==> config.mk <==
export PLATFORM = sky130hd
export DESIGN_NAME = cix32_wb_queue
export DESIGN_NICKNAME = d
export VERILOG_FILES = /design/src/rtl/cix32_pkg.sv /design/src/rtl/cix32_wb_align.sv /design/src/rtl/cix32_wb_queue.sv
export SDC_FILE = /design/constraint.sdc
export NUM_CORES = 1
export LEC_CHECK = 0
export ABC_AREA = 1
export ABC_CLOCK_PERIOD_IN_PS = 3400
export CAP_MARGIN = 20
export CORE_MARGIN = 3
export CORE_UTILIZATION = 55
export CTS_CLUSTER_SIZE = 30
export DETAILED_ROUTE_END_ITERATION = 10
export HOLD_SLACK_MARGIN = 0.15
export PLACE_DENSITY = 0.79
export SLEW_MARGIN = 20
export SYNTH_ARGS = -nofsm -noshare
export SYNTH_HDL_FRONTEND = slang
export SYNTH_SLANG_ARGS = --single-unit
==> constraint.sdc <==
create_clock -name clk -period 3.4 [get_ports clk]
set_input_delay 0.51 -clock clk [delete_from_list [all_inputs] [get_ports clk]]
set_output_delay 0.51 -clock clk [all_outputs]
set_load 0.005 [all_outputs]
==> src/rtl/cix32_pkg.sv <==
// rtl/cix32_pkg.sv - shared types for the cix32 writeback queue
package cix32_pkg;

  typedef enum logic [1:0] {
    OP_BYTE  = 2'b00,
    OP_WORD  = 2'b01,
    OP_DWORD = 2'b10,
    OP_RSVD  = 2'b11
  } opsize_e;

  localparam logic [2:0] REG_EAX = 3'd0;
  localparam logic [2:0] REG_ECX = 3'd1;
  localparam logic [2:0] REG_EDX = 3'd2;
  localparam logic [2:0] REG_EBX = 3'd3;
  localparam logic [2:0] REG_ESP = 3'd4;
  localparam logic [2:0] REG_EBP = 3'd5;
  localparam logic [2:0] REG_ESI = 3'd6;
  localparam logic [2:0] REG_EDI = 3'd7;

  typedef struct packed {
    logic [2:0]  waddr;
    logic [31:0] wdata;
    logic [3:0]  wstrb;
  } wb_entry_t;

endpackage

==> src/rtl/cix32_wb_align.sv <==
// rtl/cix32_wb_align.sv - maps x86 reg/size/data to a physical GPR write entry
module cix32_wb_align
  import cix32_pkg::*;
(
  input  logic [2:0]  reg_i,
  input  logic [1:0]  size_i,
  input  logic [31:0] data_i,
  output wb_entry_t   entry_o,
  output logic        illegal_o
);

  always_comb begin
    entry_o   = '0;
    illegal_o = 1'b0;
    case (opsize_e'(size_i))
      OP_BYTE: begin
        // Byte encodings 4-7 name AH..BH, the high byte of EAX..EBX
        if (reg_i[2]) begin
          entry_o.waddr = {1'b0, reg_i[1:0]};
          entry_o.wstrb = 4'b0010;
          entry_o.wdata = {16'h0000, data_i[7:0], 8'h00};
        end else begin
          entry_o.waddr = reg_i;
          entry_o.wstrb = 4'b0001;
          entry_o.wdata = {24'h000000, data_i[7:0]};
        end
      end
      OP_WORD: begin
        entry_o.waddr = reg_i;
        entry_o.wstrb = 4'b0011;
        entry_o.wdata = {16'h0000, data_i[15:0]};
      end
      OP_DWORD: begin
        entry_o.waddr = reg_i;
        entry_o.wstrb = 4'b1111;
        entry_o.wdata = data_i;
      end
      default: illegal_o = 1'b1;
    endcase
  end

endmodule

==> src/rtl/cix32_wb_queue.sv <==
// rtl/cix32_wb_queue.sv - in-order writeback FIFO with per-GPR pending scoreboard
// Optional same-cycle bypass into the register file: CIX32_WB_BYPASS_EN
module cix32_wb_queue
  import cix32_pkg::*;
#(
  parameter int DEPTH = 4
) (
  input  logic        clk,
  input  logic        rst_n,
  input  logic        in_valid,
  output logic        in_ready,
  input  logic [2:0]  in_reg,
  input  logic [1:0]  in_size,
  input  logic [31:0] in_data,
  input  logic        rf_hold,
  output logic        rf_we,
  output logic [2:0]  rf_waddr,
  output logic [31:0] rf_wdata,
  output logic [3:0]  rf_wstrb,
  output logic [7:0]  busy,
  output logic        empty,
  output logic        full,
  output logic        size_err
);

  localparam int AW    = $clog2(DEPTH);
  localparam int CNT_W = $clog2(DEPTH + 1);

  wb_entry_t             mem_q [DEPTH];
  logic [AW:0]           wr_ptr_q, wr_ptr_d, rd_ptr_q, rd_ptr_d;
  logic [CNT_W-1:0]      cnt_q [8];
  logic [CNT_W-1:0]      cnt_d [8];
  logic                  size_err_q, size_err_d;

  wb_entry_t in_entry, head;
  logic      in_illegal, accept, enq, pop, byp;

  cix32_wb_align u_align (
    .reg_i     (in_reg),
    .size_i    (in_size),
    .data_i    (in_data),
    .entry_o   (in_entry),
    .illegal_o (in_illegal)
  );

  assign empty    = (wr_ptr_q == rd_ptr_q);
  assign full     = (wr_ptr_q[AW] != rd_ptr_q[AW]) &&
                    (wr_ptr_q[AW-1:0] == rd_ptr_q[AW-1:0]);
  assign in_ready = !full;
  assign accept   = in_valid && in_ready;
  assign head     = mem_q[rd_ptr_q[AW-1:0]];
  // Gated by rst_n so a reset cycle never commits a register write
  assign pop      = rst_n && !empty && !rf_hold;

`ifdef CIX32_WB_BYPASS_EN
  assign byp = rst_n && empty && !rf_hold && in_valid && !in_illegal;
`else
  assign byp = 1'b0;
`endif

  assign enq        = accept && !in_illegal && !byp;
  assign size_err_d = accept && in_illegal;
  assign rf_we      = pop || byp;
  assign rf_waddr   = byp ? in_entry.waddr : head.waddr;
  assign rf_wdata   = byp ? in_entry.wdata : head.wdata;
  assign rf_wstrb   = byp ? in_entry.wstrb : head.wstrb;
  assign size_err   = size_err_q;

  assign wr_ptr_d = enq ? wr_ptr_q + (AW+1)'(1) : wr_ptr_q;
  assign rd_ptr_d = pop ? rd_ptr_q + (AW+1)'(1) : rd_ptr_q;

  always_comb begin
    for (int i = 0; i < 8; i++) begin
      cnt_d[i] = cnt_q[i];
      case ({enq && (in_entry.waddr == 3'(i)), pop && (head.waddr == 3'(i))})
        2'b10:   cnt_d[i] = cnt_q[i] + CNT_W'(1);
        2'b01:   cnt_d[i] = cnt_q[i] - CNT_W'(1);
        default: cnt_d[i] = cnt_q[i];
      endcase
      busy[i] = (cnt_q[i] != '0);
    end
  end

  always_ff @(posedge clk) begin
    if (!rst_n) begin
      wr_ptr_q   <= '0;
      rd_ptr_q   <= '0;
      size_err_q <= 1'b0;
      for (int i = 0; i < 8; i++) cnt_q[i] <= '0;
    end else begin
      wr_ptr_q   <= wr_ptr_d;
      rd_ptr_q   <= rd_ptr_d;
      size_err_q <= size_err_d;
      for (int i = 0; i < 8; i++) cnt_q[i] <= cnt_d[i];
    end
  end

  always_ff @(posedge clk) begin
    if (enq) mem_q[wr_ptr_q[AW-1:0]] <= in_entry;
  end

endmodule
# Word-level counts from Yosys, hierarchy flattened
# Memory sizes are Yosys's and may differ from the RTL's. A register that Yosys moved wholly into a read port is not among the register bits.
# Index checks and enable logic that the tools add are counted.
# Widths: inputs -> output; s select.
# op_classes
bitwise_logic	8
n_reduce_logical	37
muxes	25
n_eq_ne	35
n_addsub	18
# ops
op	count
$pmux 39 s3	1
$pmux 3 s2	8
$add 3x1->3 const B	10
$eq 3x3->1 const B	8
$mux 3	8
$reduce_bool 3->1	8
$sub 3x1->3 const B	8
$logic_and 1x1->1	22
$mux 20	1
$eq 2x1->1 const B	9
$eq 2x2->1 const B	9
$eq 3x2->1 const B	4
$or 1x1->1	8
$eq 3x1->1 const B	2
$logic_not 3->1	2
$mux 1	5
$mux 2	2
$eq 3x3->1	1
$logic_not 1->1	3
$reduce_or 3->1	1
$eq 2x2->1	1
$logic_not 2->1	1
$ne 1x1->1	1
# totals
out_inout_bits	52
word_cells	128
memories	2
ram_bits	180
ff_bits	7
# memory_table
memory	words	word_bits	read_ports	rd_ports_with_merged_regs	wr	line_no	rtl
mem_q	4	39	1	1	1	cix32_wb_queue.sv:29	wb_entry_t mem_q [DEPTH];
cnt_q	8	3	8	0	8	cix32_wb_queue.sv:31	logic [CNT_W-1:0] cnt_q [8];

# Logic depth before layout (Yosys ltp)
# Gate-level depths: netlist (run 1).
# depth
word_depth	9
mapped_depth	18
ltp_nobuf	17

# By module
# Synthesis (run 1) repeated with hierarchy kept, for this count alone.
# unflattened
cells_unflattened	755
area_unflattened_um2	8232.9
# by_module_without_submodules
mod	seq_area_each_um2	cells_each	area_each_um2	n_inst
cix32_wb_queue	5345.1	651	7684.9	1
cix32_wb_align	0.0	104	548.0	1

# Worst setup path before layout (run 1)
# Ideal clock, no wire load.
# synth_path
path_kind	input to register
startpoint	input port in_size[0]
endpoint	memory mem_q[0][0] (netlist bit) (enable)
n_path_buf	0
stages	4
arrival_time_ps	2595
path_slack_ps	371
path_cell_list	ha_1 inv_1 nand3_2 nor2_1
# synth_between
elab_chain_cells	5
word_cells_on_any_way	7
classes_between	2 x eq/ne; 2 x mux; 3 x reduce/logical
# synth_rtl
item	line_no	rtl
start, declared	cix32_wb_queue.sv:13	input logic [1:0] in_size,
$eq 2x1->1 (tied with other cells)	cix32_wb_align.sv:15	case (opsize_e'(size_i))
$reduce_or 3->1 (no line) (*)	n/a	
$logic_and 1x1->1 (*)	cix32_wb_queue.sv:61	assign enq = accept && !in_illegal && !byp;
$mux 1 (*)	cix32_wb_queue.sv:99	if (enq) mem_q[wr_ptr_q[AW-1:0]] <= in_entry;
$mux 1 (implied by the code) (*)	cix32_wb_queue.sv:99	
end, declared	cix32_wb_queue.sv:29	
# Every way passes the cells marked *; elsewhere a longest branch is shown, timed or not.

==> reports/metrics.csv, run 1 <==
stage,metric,value,unit
run_status,status,"complete, no violations",
power,Gate power share,18.8,%
sta,crit share post-route,94.3,%
route,Iter 0 DRT Violations,692,
placed_design,Post-DP Area,0.00923,sq mm
cts,CTS tree,yes,
sta,Setup TNS Final,0,ns
floorplanning,core area,0.0141,sq mm
global_routing,grt total ovfl,0,
global_routing,initial antenna violation count,0,
power,Psw,1.39,mW
sta,Slew Limit Fails,0,
layout,proportion of layout cells with a drive suffix above 1,6.95,%
yosys,Most used DFF post-synth,edfxtp_1,
placed_design,# port buffers,92,
layout,synth-to-layout area growth,21.0,%
power,clock power share,32.3,%
power,Peak supply drop,0.000361,V
cts,Clock Latency Late Sink,0.43,ns
job,max-cap viol count,0,
cts,Root Buffer,clkbuf_16,
worst_setup_path,"Max FO, Critical Path",52,
worst_hold_path,min-delay worst type,reg -> reg,
cts,Post-CTS Resized,0,
power,Sw Share,26.1,%
layout,final instance area,0.00975,sq mm
power,Sequential Power Share,48.9,%
worst_setup_path,CP Capture Type,primary output,
sta,Final setup viols,0,
cts,H-tree levels,4,
route,number of remaining DRC errors,0,
sta,Max Fclk,312,MHz
yosys,YS warnings,0,
sta,Rel. slew slack,60.7,%
floorplanning,I/O pins,93,
cts,# hold bufs at CTS,0,
floorplanning,die area,0.0161,sq mm
sta,post-route minimum period,3.20,ns
cts,CTS Sinks,185,
power,Pwr Density,548,mW/mm^2
yosys,mapped cell area,0.00805,sq mm
global_routing,first-pass GRT wire length,28.7,mm
placed_design,placed cell count,998,
placed_design,Final GP Congestion,0.836,
floorplanning,Die Y,127,um
placed_design,dpl hpwl,11.3,mm
worst_setup_path,RR Endpoint,cnt_q[1][5],
power,Overall Power,5.34,mW
yosys,"EDFF count, synth",152,
global_routing,Tot GR Track Use,22.8,%
worst_setup_path,"Data required, critical path",2.89,ns
yosys,Avg Synthesized Cell Area,10.8,sq um
floorplanning,effective utilization at floorplan,57.1,%
worst_setup_path,Critical Path End,rf_wstrb[0],
cts,# Post-CTS Setup Buffers,0,
layout,n_diodes,0,
global_routing,"Most Used Layer, Global Route",met2,
cts,clock transition at the registers of the reported paths,0.06,ns
worst_setup_path,crit start category,register,
global_routing,vias in the first global route,5858,
layout,final core utilization,69.1,%
sta,Setup Skew,0.00730,ns
worst_setup_path,Worst Reg-to-Reg Cells,13,
yosys,asr flop ratio synth,0,%
global_routing,largest net degree at the start of global routing,55,
route,final wirelength,17.9,mm
global_routing,M1 GR Usage,28.2,%
worst_setup_path,Worst Path Arrival,2.69,ns
worst_setup_path,CP Class,reg -> out,
cts,Clock Path Buffers,2,
route,vias per cell,5.62,
power,Int Pwr,3.95,mW
global_routing,met3 Use GR,5.23,%
floorplanning,Die X,127,um
power,Leakage,3.61,nW
route,antenna-violating nets left,0,
yosys,Yosys cell types,32,
yosys,Mapped Cells,743,
global_routing,M2 GR Usage,39.4,%
route,vias,5779,
yosys,Synth Net Count,811,
cts,number of buffers created by CTS,17,
route,Routed WL per cell,17.4,um
route,total iterations of the first detailed-routing run,7,
yosys,sequential fraction of the synthesis area,64.9,%
worst_setup_path,reg2reg setup slack,0.64,ns
sta,Tightest Pin Transition,0.584,ns
floorplanning,row count,43,
layout,NumNets Final,905,
layout,Finished Layout Cells,1029,
sta,RSZ-0062 raised after global routing,false,
yosys,Yosys reg bits,185,
sta,Final Hold Vio Count,0,
metal layers:
layer  routed length (um)  part of all wire [%]
met1                 7180                    40
met2                 9190                    51
met3                 1180                   6.6
met4                  333                   1.9
met5                    0                     0
sequential cells by signal, summed over array words and instances, names as in the netlist, named ones only:
register,flops
mem_q,152
cnt_q,24
rd_ptr_q,3
wr_ptr_q,3
size_err,1
power by group through the flow:
stage | Sequential (mW) | Clock (mW) | Combinational, mW
2_1_floorplan | 2.65 | 0 | 0.496
3_3_place_gp | 2.66 | 0 | 0.962
3_5_place_dp | 2.66 | 0 | 0.993
4_1_cts | 2.62 | 1.75 | 1.00
5_1_grt | 2.62 | 1.86 | 1.10
6_report | 2.62 | 1.73 | 1.00
worst min-delay path by stage:
| stage | from | endpoint | depth (start not counted) |
|---|---|---|---|
| final | cnt_q[1][9] | cnt_q[1][9] | 1 |
| after global routing | cnt_q[1][0] | cnt_q[1][0] | 1 |
| after CTS | cnt_q[1][9] | cnt_q[1][9] | 1 |
| after detailed placement | cnt_q[1][9] | cnt_q[1][9] | 1 |
| after global placement | cnt_q[1][9] | cnt_q[1][9] | 1 |
| after floorplan | cnt_q[1][0] | cnt_q[1][0] | 1 |
layout make-up:
type	count	area (sq um)
Multi-Input combinational cell	436	2360
Clock inverter	11	75.1
Timing Repair Buffer	106	1080
Clock buffer	20	437
Inverter	91	344
Fill cell	1018	4350
Tap cell	180	225
Sequential cell	185	5230
synth_stat cells (3+ instances only):
library cell    n  area, sq um
a21oi_1        36          180
buf_2           8         40.0
buf_6           3         33.8
clkbuf_1       19         71.3
dfxtp_1        33          661
edfxtp_1      152         4560
fa_1            8          160
ha_1           19          238
inv_1          84          315
inv_2           4         15.0
nand2_1        66          248
nand3_1        25          125
nand3_2         4         40.0
nand4_1         4         25.0
nor2_1        119          447
nor3_1          5         25.0
o21ai_0       100          500
o22ai_1        35          219
o31ai_1         3         22.5
layout by cell type, fill, tap and decap left out, types with 3 or more instances in the layout:
| master | synthesis | layout |
|---|---|---|
| a21oi_1 | 36 | 36 |
| buf_12 | 0 | 4 |
| buf_4 | 1 | 10 |
| clkbuf_1 | 19 | 3 |
| clkbuf_16 | 0 | 17 |
| clkdlybuf4s50_1 | 0 | 92 |
| clkinv_1 | 2 | 4 |
| clkinvlp_4 | 0 | 3 |
| dfxtp_1 | 33 | 32 |
| edfxtp_1 | 152 | 152 |
| fa_1 | 8 | 8 |
| ha_1 | 19 | 19 |
| inv_1 | 84 | 84 |
| inv_2 | 4 | 4 |
| nand2_1 | 66 | 66 |
| nand3_1 | 25 | 25 |
| nand3_2 | 4 | 4 |
| nand4_1 | 4 | 4 |
| nor2_1 | 119 | 115 |
| nor2_4 | 1 | 5 |
| nor3_1 | 5 | 5 |
| o21ai_0 | 100 | 100 |
| o22ai_1 | 35 | 35 |
| o31ai_1 | 3 | 3 |
through the flow:
| step | hold slack (ns) | setup slack, ns |
|---|---|---|
| after CTS | 0.458 | 0.194 |
| after detailed placement | 0.449 | 0.0237 |
| after floorplan | 0.422 | 0.371 |
| after global placement | 0.434 | 0.216 |
| after global routing | 0.490 | 0.0295 |
| final | 0.460 | 0.195 |
cell families (layout without fill, tap and decap cells):
family          after synthesis  after routing  share of synthesized area, %
compound gates              180            180                          12.1
xor+xnor                      1              1                         0.109
fa+ha+maj                    27             27                          4.94
buf+inv                     122            228                          6.17
flops                       185            185                          64.9
simple gates                228            228                          11.8
critical path, stage by stage (launching register included):
cell and delay, ns:
dfxtp_2 0.45, inv_4 0.28, buf_4 0.50, o21ai_0 0.18, o22ai_1 0.27, clkdlybuf4s50_1 0.56
Note: power is estimated with default switching activity, not from simulation.
==> inputs of run 2 (changes only) <==
Settings changed: CELL_PAD_IN_SITES_DETAIL_PLACEMENT set to 1, CELL_PAD_IN_SITES_GLOBAL_PLACEMENT set to 1, CORE_ASPECT_RATIO set to 0.7, CORE_UTILIZATION 55 to 44, PLACE_DENSITY 0.79 to unset, PLACE_DENSITY_LB_ADDON set to 0.1.
==> run 2 against run 1 <==
First-iteration DRC count decreased by 34%. Setup slack improved by 0.021 ns. Maximum frequency increased by 0.66%. Wire length increased by 17%. Combinational power increased by 4%. Critical path depth unchanged. Critical path type unchanged. Non-clock buffer count increased by 6. Sequential power about the same. Worst hold slack improved by 0.0037 ns. Total power increased by 3.0%. Register-to-register slack improved by 0.02 ns. Flip-flop and latch count unchanged.
==> reports/metrics.csv, run 2 (synthesis results as in run 1) <==
stage,metric,value,unit,change
cts,CTS tree,yes,,unchanged
cts,# hold bufs at CTS,0,,unchanged
power,Pwr Density,557,mW/mm^2,was 548 mW/mm^2
layout,proportion of layout cells with a drive suffix above 1,8.06,%,was 6.95%
layout,"most common cell after layout, fill and taps aside",edfxtp_1,,unchanged
cts,CTS Sinks,185,,unchanged
layout,most frequent cells in the layout,"152 x edfxtp_1, 115 x nor2_1, 100 x o21ai_0",,unchanged
floorplanning,core area,0.0176,sq mm,was 0.0141 sq mm
layout,number of flip-flops under the largest register name,152,,unchanged
layout,NumNets Final,911,,was 905
cts,H-tree levels,4,,unchanged
global_routing,largest net degree at the start of global routing,59,,was 55
cts,clock transition at the registers of the reported paths,0.07,ns,was 0.06 ns
global_routing,first-pass GRT wire length,33.5,mm,was 28.7 mm
sta,post-route minimum period,3.18,ns,was 3.20 ns
layout,synth-to-layout area growth,22.8,%,was 21.0%
route,Iter 0 DRT Violations,455,,was 692
sta,worst hold slack,0.463,ns,was 0.460 ns
floorplanning,die area,0.0200,sq mm,was 0.0161 sq mm
route,Routed WL per cell,19.2,um,was 17.4 um
cts,Root Buffer,clkbuf_16,,unchanged
cts,# Post-CTS Setup Buffers,0,,unchanged
route,vias,5849,,"was 5,779"
floorplanning,Die Y,119,um,was 127 um
placed_design,# port buffers,92,,unchanged
route,vias per cell,5.38,,was 5.62
worst_setup_path,CP Class,reg -> out,,unchanged
sta,Tightest Pin Transition,0.606,ns,was 0.584 ns
cts,Clock Path Buffers,2,,unchanged
sta,setup ws final,0.216,ns,was 0.195 ns
global_routing,vias in the first global route,6293,,"was 5,858"
sta,RSZ-0062 raised after global routing,false,,unchanged
worst_setup_path,CP Capture Type,primary output,,unchanged
route,antenna-violating nets left,0,,unchanged
sta,Slew Limit Fails,0,,unchanged
job,max-cap viol count,0,,unchanged
cts,number of buffers created by CTS,17,,unchanged
run_status,status,"complete, no violations",,unchanged
global_routing,grt total ovfl,0,,unchanged
sta,Final setup viols,0,,unchanged
route,total iterations of the first detailed-routing run,4,,was 7
global_routing,initial antenna violation count,0,,unchanged
placed_design,dpl hpwl,13.7,mm,was 11.3 mm
floorplanning,row count,40,,was 43
floorplanning,effective utilization at floorplan,45.8,%,was 57.1%
sta,crit share post-route,93.6,%,was 94.3%
route,final wirelength,20.9,mm,was 17.9 mm
floorplanning,I/O pins,93,,unchanged
sta,Final Hold Vio Count,0,,unchanged
placed_design,Final GP Congestion,0.760,,was 0.836
worst_setup_path,crit start category,register,,unchanged
sta,Rel. slew slack,59.6,%,was 60.7%
layout,n_diodes,0,,unchanged
cts,Post-CTS Resized,0,,unchanged
cts,Clock Latency Late Sink,0.43,ns,about the same
worst_setup_path,Worst Path Arrival,2.67,ns,was 2.69 ns
global_routing,Tot GR Track Use,21.5,%,was 22.8%
power,Peak supply drop,0.000337,V,was 0.000361 V
power,Leakage,3.66,nW,was 3.61 nW
worst_setup_path,"Max FO, Critical Path",40,,was 52
worst_setup_path,"Data required, critical path",2.89,ns,about the same
route,number of remaining DRC errors,0,,unchanged
placed_design,post-place setup slack,-0.0534,ns,was 0.0237 ns
sta,Setup Skew,0.00888,ns,was 0.00730 ns
sta,Max Fclk,314,MHz,was 312 MHz
worst_hold_path,min-delay worst type,reg -> reg,,unchanged
floorplanning,Die X,168,um,was 127 um
-- run 2: changes by cell type in the layout (fill, tap and decap cells not counted), sizes merged --
cell    change
clkbuf      -1
clkinv      -1
buf         +6
inv         +3
-- run 2: final timing paths --
path         cells past startpoint         from          end  slack [ns]
max                              5     register  rf_wstrb[1]        0.22
min                              1  cnt_q[1][0]  cnt_q[1][0]        0.46
max reg2reg                     15  wr_ptr_q[0]  cnt_q[0][2]        0.66
min reg2reg                      1  cnt_q[1][0]  cnt_q[1][0]        0.46
-- run 2: worst max-delay path, stage by stage (launching register included) --
cell	delay, ns
dfxtp_2	0.35
buf_4	0.35
buf_4	0.45
o21ai_0	0.18
o22ai_1	0.32
clkdlybuf4s50_1	0.57
-- run 2: power by group --
part	total, mW	switching (mW)	leakage (nW)	internal [mW]
Clock	1.86	0.898	0.260	0.957
Sequential	2.61	0.0377	1.67	2.57
Combinational	1.04	0.582	1.74	0.461
Total	5.51	1.52	3.66	3.99
-- run 2: routing by layer --
layer | vias up | global-route usage, % | part of all wire [%]
li1 | 2768 | - | -
met1 | 2923 | 29.2 | 45
met2 | 139 | 35.7 | 49
met3 | 19 | 3.92 | 4.8
met4 | 0 | 6.18 | 1.3
met5 | - | 0 | 0
-- run 2: layout make-up --
cell class | instances | area, sq um
clock buffer | 19 | 433
clock inverter | 13 | 114
fill | 1854 | 7680
inverter | 91 | 344
multi-input combinational | 436 | 2360
sequential | 185 | 5230
tap | 231 | 289
timing repair buffer | 112 | 1120
-- run 2: metrics by stage --
stage	std cells	total power [mW]	setup TNS, ns	utilization (%)	cell area, sq um
floorplan	743	3.15	0	-	8050
global placement	1055	3.66	0	53.2	9340
detailed placement	1055	3.71	-0.0534	53.2	9340
CTS	1087	5.56	0	56.3	9890
global route	1087	5.76	0	56.3	9890
finish	1087	5.51	0	56.3	9890
